<file path="config.mk">
export PLATFORM = sky130hd
export DESIGN_NAME = neander_ctrl
export DESIGN_NICKNAME = d
export VERILOG_FILES = /design/src/rtl/neander_pkg.sv /design/src/rtl/neander_decode.sv /design/src/rtl/neander_ctrl.sv
export SDC_FILE = /design/constraint.sdc
export NUM_CORES = 1
export LEC_CHECK = 0
export ABC_AREA = 1
export CORE_AREA = 2 2 63 110
export CTS_BUF_LIST = sky130_fd_sc_hd__clkbuf_16
export CTS_CLUSTER_SIZE = 14
export DETAILED_ROUTE_END_ITERATION = 12
export DIE_AREA = 0 0 65 112
export GPL_TIMING_DRIVEN = 0
export PLACE_DENSITY = 0.83
export SYNTH_ARGS = -nofsm -noshare
export SYNTH_HDL_FRONTEND = slang
export SYNTH_SLANG_ARGS = --single-unit
</file>
<file path="constraint.sdc">
create_clock -name clk -period 2.7 [get_ports clk]
set_input_delay 0.54 -clock clk [delete_from_list [all_inputs] [get_ports clk]]
set_output_delay 0.54 -clock clk [all_outputs]
set_load 0.02 [all_outputs]
</file>
<file path="src/rtl/neander_pkg.sv">
// Shared constants for the Neander sequencer: opcodes, ALU selects and FSM states.
package neander_pkg;

  localparam logic [3:0] OP_NOP = 4'h0;
  localparam logic [3:0] OP_STA = 4'h1;
  localparam logic [3:0] OP_LDA = 4'h2;
  localparam logic [3:0] OP_ADD = 4'h3;
  localparam logic [3:0] OP_OR  = 4'h4;
  localparam logic [3:0] OP_AND = 4'h5;
  localparam logic [3:0] OP_NOT = 4'h6;
  localparam logic [3:0] OP_JMP = 4'h8;
  localparam logic [3:0] OP_JN  = 4'h9;
  localparam logic [3:0] OP_JZ  = 4'hA;
  localparam logic [3:0] OP_HLT = 4'hF;

  localparam logic [1:0] ALU_ADD = 2'b00;
  localparam logic [1:0] ALU_AND = 2'b01;
  localparam logic [1:0] ALU_OR  = 2'b10;
  localparam logic [1:0] ALU_NOT = 2'b11;

  typedef enum logic [2:0] {
    S_F0,
    S_F1,
    S_O0,
    S_O1,
    S_ST,
    S_D0,
    S_D1,
    S_HLT
  } state_t;

endpackage

</file>
<file path="src/rtl/neander_decode.sv">
// Combinational opcode classifier; jump "taken" folds in the current N/Z flags.
module neander_decode
  import neander_pkg::*;
(
  input  logic [3:0] opcode,
  input  logic       flag_n,
  input  logic       flag_z,
  output logic       needs_operand,
  output logic       is_store,
  output logic       is_load,
  output logic       is_alu,
  output logic       is_jump,
  output logic       is_jump_taken,
  output logic       is_halt,
  output logic [1:0] alu_sel
);

  always_comb begin
    needs_operand = 1'b0;
    is_store      = 1'b0;
    is_load       = 1'b0;
    is_alu        = 1'b0;
    is_jump       = 1'b0;
    is_jump_taken = 1'b0;
    is_halt       = 1'b0;
    alu_sel       = ALU_ADD;
    case (opcode)
      OP_STA: begin
        is_store      = 1'b1;
        needs_operand = 1'b1;
      end
      OP_LDA: begin
        is_load       = 1'b1;
        needs_operand = 1'b1;
      end
      OP_ADD: begin
        is_alu        = 1'b1;
        needs_operand = 1'b1;
        alu_sel       = ALU_ADD;
      end
      OP_OR: begin
        is_alu        = 1'b1;
        needs_operand = 1'b1;
        alu_sel       = ALU_OR;
      end
      OP_AND: begin
        is_alu        = 1'b1;
        needs_operand = 1'b1;
        alu_sel       = ALU_AND;
      end
      OP_NOT: begin
        // Single-operand op: executes straight out of the fetch cycle.
        is_alu        = 1'b1;
        alu_sel       = ALU_NOT;
      end
      OP_JMP: begin
        is_jump       = 1'b1;
        is_jump_taken = 1'b1;
        needs_operand = 1'b1;
      end
      OP_JN: begin
        is_jump       = 1'b1;
        is_jump_taken = flag_n;
        needs_operand = flag_n;
      end
      OP_JZ: begin
        is_jump       = 1'b1;
        is_jump_taken = flag_z;
        needs_operand = flag_z;
      end
      OP_HLT: is_halt = 1'b1;
      default: ;
    endcase
  end

endmodule

</file>
<file path="src/rtl/neander_ctrl.sv">
// Neander sequencer: fetch/operand/data FSM owning PC, AC, RI, REM and N/Z.
module neander_ctrl
  import neander_pkg::*;
#(
  parameter int                 ADDR_W   = 8,
  parameter logic [ADDR_W-1:0]  PC_RESET = '0
) (
  input  logic              clk,
  input  logic              rst,
  output logic [ADDR_W-1:0] mem_addr,
  input  logic [7:0]        mem_rdata,
  output logic [7:0]        mem_wdata,
  output logic              mem_we,
  output logic [1:0]        alu_sel,
  output logic [7:0]        alu_a,
  output logic [7:0]        alu_b,
  input  logic [7:0]        alu_result,
  output logic [7:0]        ac,
  output logic [ADDR_W-1:0] pc,
  output logic              flag_n,
  output logic              flag_z,
  output logic              halted
);

  state_t            state_q, state_d;
  logic [ADDR_W-1:0] pc_q, pc_d;
  logic [ADDR_W-1:0] rem_q, rem_d;
  logic [7:0]        ac_q, ac_d;
  // Only the opcode nibble of RI is ever consumed after the fetch cycle.
  logic [3:0]        ri_q, ri_d;
  logic              n_q, n_d;
  logic              z_q, z_d;
  logic              we_q, we_d;
  logic              halt_q, halt_d;

  logic [3:0] opcode;
  logic       dec_needs, dec_store, dec_load, dec_alu;
  logic       dec_jump, dec_taken, dec_halt;
  logic [1:0] dec_alu_sel;
  logic       ac_write;
  logic [7:0] ac_new;

  // During S_F1 the instruction is still on the read bus, not yet in RI.
  assign opcode = (state_q == S_F1) ? mem_rdata[7:4] : ri_q;

  neander_decode u_decode (
    .opcode        (opcode),
    .flag_n        (n_q),
    .flag_z        (z_q),
    .needs_operand (dec_needs),
    .is_store      (dec_store),
    .is_load       (dec_load),
    .is_alu        (dec_alu),
    .is_jump       (dec_jump),
    .is_jump_taken (dec_taken),
    .is_halt       (dec_halt),
    .alu_sel       (dec_alu_sel)
  );

  always_comb begin
    state_d  = state_q;
    pc_d     = pc_q;
    rem_d    = rem_q;
    ac_d     = ac_q;
    ri_d     = ri_q;
    n_d      = n_q;
    z_d      = z_q;
    alu_sel  = ALU_ADD;
    ac_write = 1'b0;
    ac_new   = ac_q;
    case (state_q)
      S_F0: state_d = S_F1;
      S_F1: begin
        ri_d = mem_rdata[7:4];
        pc_d = pc_q + ADDR_W'(1);
        if (dec_halt) begin
          state_d = S_HLT;
        end else if (dec_alu && !dec_needs) begin
          alu_sel  = dec_alu_sel;
          ac_write = 1'b1;
          ac_new   = alu_result;
          state_d  = S_F0;
        end else if (dec_needs) begin
          state_d = S_O0;
        end else if (dec_jump) begin
          // Untaken conditional jump: step over its operand byte.
          pc_d    = pc_q + ADDR_W'(2);
          state_d = S_F0;
        end else begin
          state_d = S_F0;
        end
      end
      S_O0: state_d = S_O1;
      S_O1: begin
        rem_d = mem_rdata;
        if (dec_taken) begin
          pc_d    = mem_rdata;
          state_d = S_F0;
        end else begin
          pc_d    = pc_q + ADDR_W'(1);
          state_d = dec_store ? S_ST : S_D0;
        end
      end
      S_ST: state_d = S_F0;
      S_D0: state_d = S_D1;
      S_D1: begin
        ac_write = 1'b1;
        if (dec_load) begin
          ac_new = mem_rdata;
        end else begin
          alu_sel = dec_alu_sel;
          ac_new  = alu_result;
        end
        state_d = S_F0;
      end
      S_HLT: state_d = S_HLT;
      default: state_d = S_F0;
    endcase
    if (ac_write) begin
      ac_d = ac_new;
      n_d  = ac_new[7];
      z_d  = (ac_new == 8'h00);
    end
    we_d   = (state_d == S_ST);
    halt_d = (state_d == S_HLT);
  end

  always_ff @(posedge clk or posedge rst) begin
    if (rst) begin
      state_q <= S_F0;
      pc_q    <= PC_RESET;
      rem_q   <= '0;
      ac_q    <= 8'h00;
      ri_q    <= 4'h0;
      n_q     <= 1'b0;
      z_q     <= 1'b1;
      we_q    <= 1'b0;
      halt_q  <= 1'b0;
    end else begin
      state_q <= state_d;
      pc_q    <= pc_d;
      rem_q   <= rem_d;
      ac_q    <= ac_d;
      ri_q    <= ri_d;
      n_q     <= n_d;
      z_q     <= z_d;
      we_q    <= we_d;
      halt_q  <= halt_d;
    end
  end

  assign mem_addr  = (state_q == S_ST || state_q == S_D0 || state_q == S_D1) ? rem_q : pc_q;
  assign mem_wdata = ac_q;
  assign mem_we    = we_q;
  assign alu_a     = ac_q;
  assign alu_b     = mem_rdata;
  assign ac        = ac_q;
  assign pc        = pc_q;
  assign flag_n    = n_q;
  assign flag_z    = z_q;
  assign halted    = halt_q;

endmodule

</file>
### Word level (Yosys, flattened, before mapping)

Cells that the tools add are included.

| word-level totals | value |
|---|---|
| flip-flop bits (word level) | 35 |
| output and inout bits | 54 |
| logic and storage cells | 74 |

| cells by class | value |
|---|---|
| mux-type cells | 33 |
| add/subtract/negate cells | 2 |
| reductions and logical operators | 11 |
| eq/ne operators | 19 |

Operators by type and width:

| kind | number |
|---|---|
| 8-bit two-way mux | 9 |
| 8-bit case mux with 2 select lines | 2 |
| 3-bit case mux with 7 select lines | 1 |
| 3-bit equality test (second input constant) | 6 |
| 4-bit equality test (second input constant) | 4 |
| 4-bit by 3-bit equality test with 1-bit output (second input constant) | 3 |
| 2-bit two-way mux | 5 |
| 8-bit by 1-bit adder with 8-bit output (second input constant) | 1 |
| 8-bit by 2-bit adder with 8-bit output (second input constant) | 1 |
| 4-bit by 2-bit equality test with 1-bit output (second input constant) | 2 |
| 8-bit logical NOT | 1 |
| 1-bit two-way mux | 8 |
| 3-bit by 2-bit equality test with 1-bit output (second input constant) | 2 |
| 3-bit two-way mux | 2 |
| 1-bit case mux with 3 select lines | 2 |
| 2-bit case mux with 3 select lines | 1 |
| 6-bit OR reduction | 1 |
| 4-bit by 1-bit equality test with 1-bit output (second input constant) | 1 |
| 4-bit two-way mux | 1 |
| 2-bit case mux with 2 select lines | 1 |
| 4-bit OR reduction | 1 |
| 3-bit by 1-bit equality test with 1-bit output (second input constant) | 1 |
| 3-bit logical NOT | 1 |
| 3-bit OR reduction | 1 |
| 6 further kinds | 7 |

### Depth between registers and ports, before layout

| logic depth | value |
|---|---|
| depth in word-level cells | 11 |
| gate-level depth with buffers | 17 |

### Hierarchy

A second synthesis with hierarchy kept.

| unflattened totals | value |
|---|---|
| cells, all modules | 398 |
| area total of the unflattened synthesis | 2552.4 um^2 |

Modules (own cells, without submodules):

| module | area each (um^2) | times used | sequential area each (um^2) | cells an instance |
|---|---|---|---|---|
| neander_ctrl | 2417.3 | 1 | 852.1 | 369 |
| neander_decode | 135.1 | 1 | 0.0 | 29 |

### Worst setup path before layout

No wires, ideal clock.

| timing | value |
|---|---|
| kind | flip-flop to output port |
| start | register state_q[0] |
| end | output port alu_sel[0] |
| slack | 0.299 ns |
| data arrival time | 1.861 ns |
| cell stages (with the launch flop) | 12 |
| buffers on the path | 1 |
| cells stage by stage | dfrtp_1 -> buf_4 -> inv_2 -> nor2_2 -> nand3_1 -> nand2_4 -> inv_1 -> nor2_2 -> nand2_1 -> o21ai_2 -> inv_1 -> a211oi_1 |

| on the way | value |
|---|---|
| cells in the longest elaborated chain, start to end | 10 |

RTL lines:

| element | line | source |
|---|---|---|
| start: declaration | neander_ctrl.sv:25 | `state_t state_q, state_d;` |
| start signal: assignment | neander_ctrl.sv:140 | `state_q <= state_d;` |
| 3-bit by 1-bit equality test with 1-bit output * | neander_ctrl.sv:44 | `assign opcode = (state_q == S_F1) ? mem_rdata[7:4] : ri_q;` |
| 4-bit two-way mux * | n/a |  |
| named net opcode[2] | neander_ctrl.sv:36 | `logic [3:0] opcode;` |
| 4-bit by 1-bit equality test with 1-bit output, or another cell as far along | neander_decode.sv:27 | `case (opcode)` |
| 6-bit OR reduction (no source line) | n/a |  |
| 1-bit case mux with 3 select lines | neander_decode.sv:27 |  |
| 1-bit logical NOT | neander_ctrl.sv:78 | `end else if (dec_alu && !dec_needs) begin` |
| 1-bit logical AND | neander_ctrl.sv:78 |  |
| 2-bit two-way mux | neander_ctrl.sv:78 |  |
| 2-bit two-way mux | neander_ctrl.sv:76 | `if (dec_halt) begin` |
| 2-bit case mux with 2 select lines * | neander_ctrl.sv:71 | `case (state_q)` |
| end: declaration | neander_ctrl.sv:14 | `output logic [1:0] alu_sel,` |

Mark *: on every way through the listed nets, which the timed path passes. The rest lies on a longest branch.

### Final worst setup path

| timing | value |
|---|---|
| start | register state_q[2] |
| end | output port alu_sel[1] |

| on the way | value |
|---|---|
| cells in the longest elaborated chain, start to end | 10 |

RTL lines:

| element | line |
|---|---|
| 3-bit by 1-bit equality test with 1-bit output | neander_ctrl.sv:44, neander_ctrl.sv:71 |
| 4-bit two-way mux | n/a |
| 4-bit by 1-bit equality test with 1-bit output, or another cell as far along | neander_decode.sv:27 |
| 6-bit OR reduction (no source line) | n/a |
| 1-bit case mux with 3 select lines | neander_decode.sv:27 |
| 1-bit logical NOT | neander_ctrl.sv:78 |
| 1-bit logical AND | neander_ctrl.sv:78 |
| 2-bit two-way mux | neander_ctrl.sv:78 |
| 2-bit two-way mux | neander_ctrl.sv:76 |
| 2-bit case mux with 2 select lines * | neander_ctrl.sv:71 |

Every way passes the cells marked *; elsewhere a longest branch is shown, timed or not.

==> impl_metrics.ini <==
[synthesis]
synth_xor_area_share_pct = 3.192
yosysTopAreaCell = dfrtp_1
ys_seq_elements = 34
synth-simple-area-share_pct = 38.58
netlist.area_leader.share_pct = 30.10
ys_types = 34
syn_nets = 440
synth_cells = 420
synth_area_um2 = 2744
ys_seq_area_share_pct = 31.05
syn_area_per_cell_um2 = 6.533
synthAdderAreaFrac_pct = 0.9120
synth_compound_area_share_pct = 9.941
synth_top_family_by_area = simple AND/OR/NAND/NOR gates
synth_warnings = 0
synthTopCellsByArea = dfrtp_1 30%, nand2_1 18%, buf_4 7.4%, nor2_1 6.8%, inv_1 5.7%
synth.mux.area_fraction_pct = 0

[clocking]
cts_sinks = 34
cts_root_buf = clkbuf_16
clk_latency_ns = 0.28
clockBufferDepth = 2
cts.clk_slew.worst_paths_ns = 0.05
h-tree-depth = 2
tritoncts = yes
cts_hold_buf = 0
cts-buffers-inserted = 5

[layout]
layout-drive-gt1-share_pct = 16.50
fin_area_um2 = 3756
area_growth_pct = 36.89
fin_util_pct = 58.76
layout_common_cells = 135 x nand2_1, 57 x clkdlybuf4s50_1, 50 x nor2_1
num-nets-final = 523
layout_commonest_cell = nand2_1
diodes = 0

[sta]
worst_pin_slew_ns = 0.7288
fmax_ghz = 0.3792
fin_worst_skew_ns = 0.008346
finalCritPeriodShare_pct = 97.66
finalSetupViolCount = 0
hold_viol = 0
slew-limit-headroom_pct = 51.34
period_minus_slack_ns = 2.637
maxSlewViolCount = 0

[global_routing]
grt.busiest_layer = met2
grt_start_max_net_pins = 35
grt_first_pass_wirelength_um = 12680
grt-ovfl-total = 0
met3_usage_pct = 2.727
antenna_found_initial = 0
grt_pass1_vias = 2807
globalRouteTotalUtil_pct = 22.02
use_met1_pct = 22.77
gr-usage-met2_pct = 39.73

[worst_setup_path]
crit_path_start_kind = register
endpoint_kind = output port
crit_type = reg -> out
cp.arrival_ns = 2.10
path_max_fanout = 7
required_ns = 2.16

[flow_run]
cap_violations = 0

[pwr]
irDropWorstVdd_v = 0.0008739
powerDensity_nw_per_um2 = 1572
p_leak_uw = 0.001914

[route]
dr.pass1.iters = 4
wl_per_cell_um = 13.47
drc_errors = 0
drt-total-wl_um = 7880
drt-initial-drc-count = 125
drtAntennaViolNets = 0
via_per_inst = 4.976
routed-via-count = 2911

[placed_design]
portBuffers = 71
dpl-instance-area_um2 = 3557
place.gp.congestion = 0.9301
dp_hpwl_um = 6074

[floorplan]
dieArea_um2 = 7280
num_rows = 39
fp.dieH_um = 112
pin_count = 72
core_um2 = 6392
start_util_pct = 42.92
die_w_um = 65

[hold_path]
hold_class = reg -> reg

[run_status]
status = finished clean
==> metal layers <==
metal	vias up	wire, um	part of all wire (%)
li1	1445	-	-
met1	1333	2834	36
met2	110	4348	55
met3	23	404	5.1
met4	0	291	3.7
met5	-	0	0
==> what timing repair did <==
action,4_1_cts,5_1_grt
gates resized for setup,25,9
buffers inserted,2,3
hold endpoints to repair,0,0
pin swaps,2,2
setup endpoints to repair,10,3
==> power by group <==
part           internal [uW]  total, uW  switching, uW
combinational           1720       4350           2630
sequential               776       1020            242
clock                    333        541            209
==> critical path, stage by stage (launching register included) <==
cell and delay (ns):
dfrtp_2 0.45, inv_4 0.13, nand3_4 0.14, nand2_1 0.12
nand2_2 0.12, nor2_4 0.14, nand2_1 0.07, o21ai_2 0.16
inv_1 0.11, nor3_2 0.17, buf_2 0.20
==> cell type report <==
cell class	count	area [um2]
buffer	36	266.5
sequential	34	853.3
clock inverter	2	10.01
multi-input combinational	301	1480
inverter	49	188.9
timing repair buffer	76	729.5
fill	594	2636
clock buffer	5	125.1
tap	82	102.6
==> worst paths after layout <==
check / from / end / slack (ns) / cells past startpoint
min reg2reg: flag_z / flag_z / 0.49 / 2
max: state_q[2] / alu_sel[1] / 0.06 / 10
min in group asynchronous: rst / ac[3] / 0.71 / 2
max reg2reg: state_q[2] / flag_z / 0.53 / 15
min: flag_z / flag_z / 0.49 / 2
max in group asynchronous: rst / state_q[2] / 1.47 / 2
==> sequential cells by signal, summed over array words and instances, names as in the netlist <==
name and count:
state_q 3, ri_q 4, pc 8, rem_q 8, ac 8, flag_z 1
halted 1, mem_we 1
==> synth_stat cells <==
master	n
nand2_1	135
nor2_1	50
inv_1	42
dfrtp_1	33
buf_4	27
nand3_1	24
o21ai_0	22
a21oi_1	18
xor2_1	7
nand2_2	6
inv_2	5
nand2_4	5
nand3b_1	5
nor2_2	5
nor3_1	5
buf_6	3
clkbuf_1	3
o21ai_1	3
xnor2_1	3
buf_2	2
ha_1	2
nor2_4	2
o21ai_2	2
a211oi_1	1
a21oi_2	1
buf_1	1
clkinv_1	1
dfstp_2	1
inv_4	1
nand3_4	1
nand4_1	1
nor3_2	1
o211ai_1	1
o21ai_4	1
==> cells by family after synthesis <==
group	count (synthesis)
and+or+nand+nor	240
adders and majority gates	2
xor gates and xnor gates	10
DFF	34
AOI/OAI and AO/OA	49
buffers and inverters	85
==> metrics by stage <==
stage | hold WS (ns) | instances | power, uW | setup WS [ns] | setup TNS (ns)
after detailed placement | 0.4841 | 573 | 5250 | -0.9042 | -1.750
after floorplan | 0.5015 | 420 | 3938 | 0.2989 | 0
after global routing | 0.5086 | 585 | 6383 | -0.01712 | -0.01859
final | 0.4936 | 585 | 5905 | 0.06309 | 0
after global placement | 0.4770 | 573 | 5152 | -0.8294 | -1.618
after CTS | 0.4917 | 582 | 5794 | 0.0007452 | 0
Note: power is estimated with default switching activity, not from simulation.
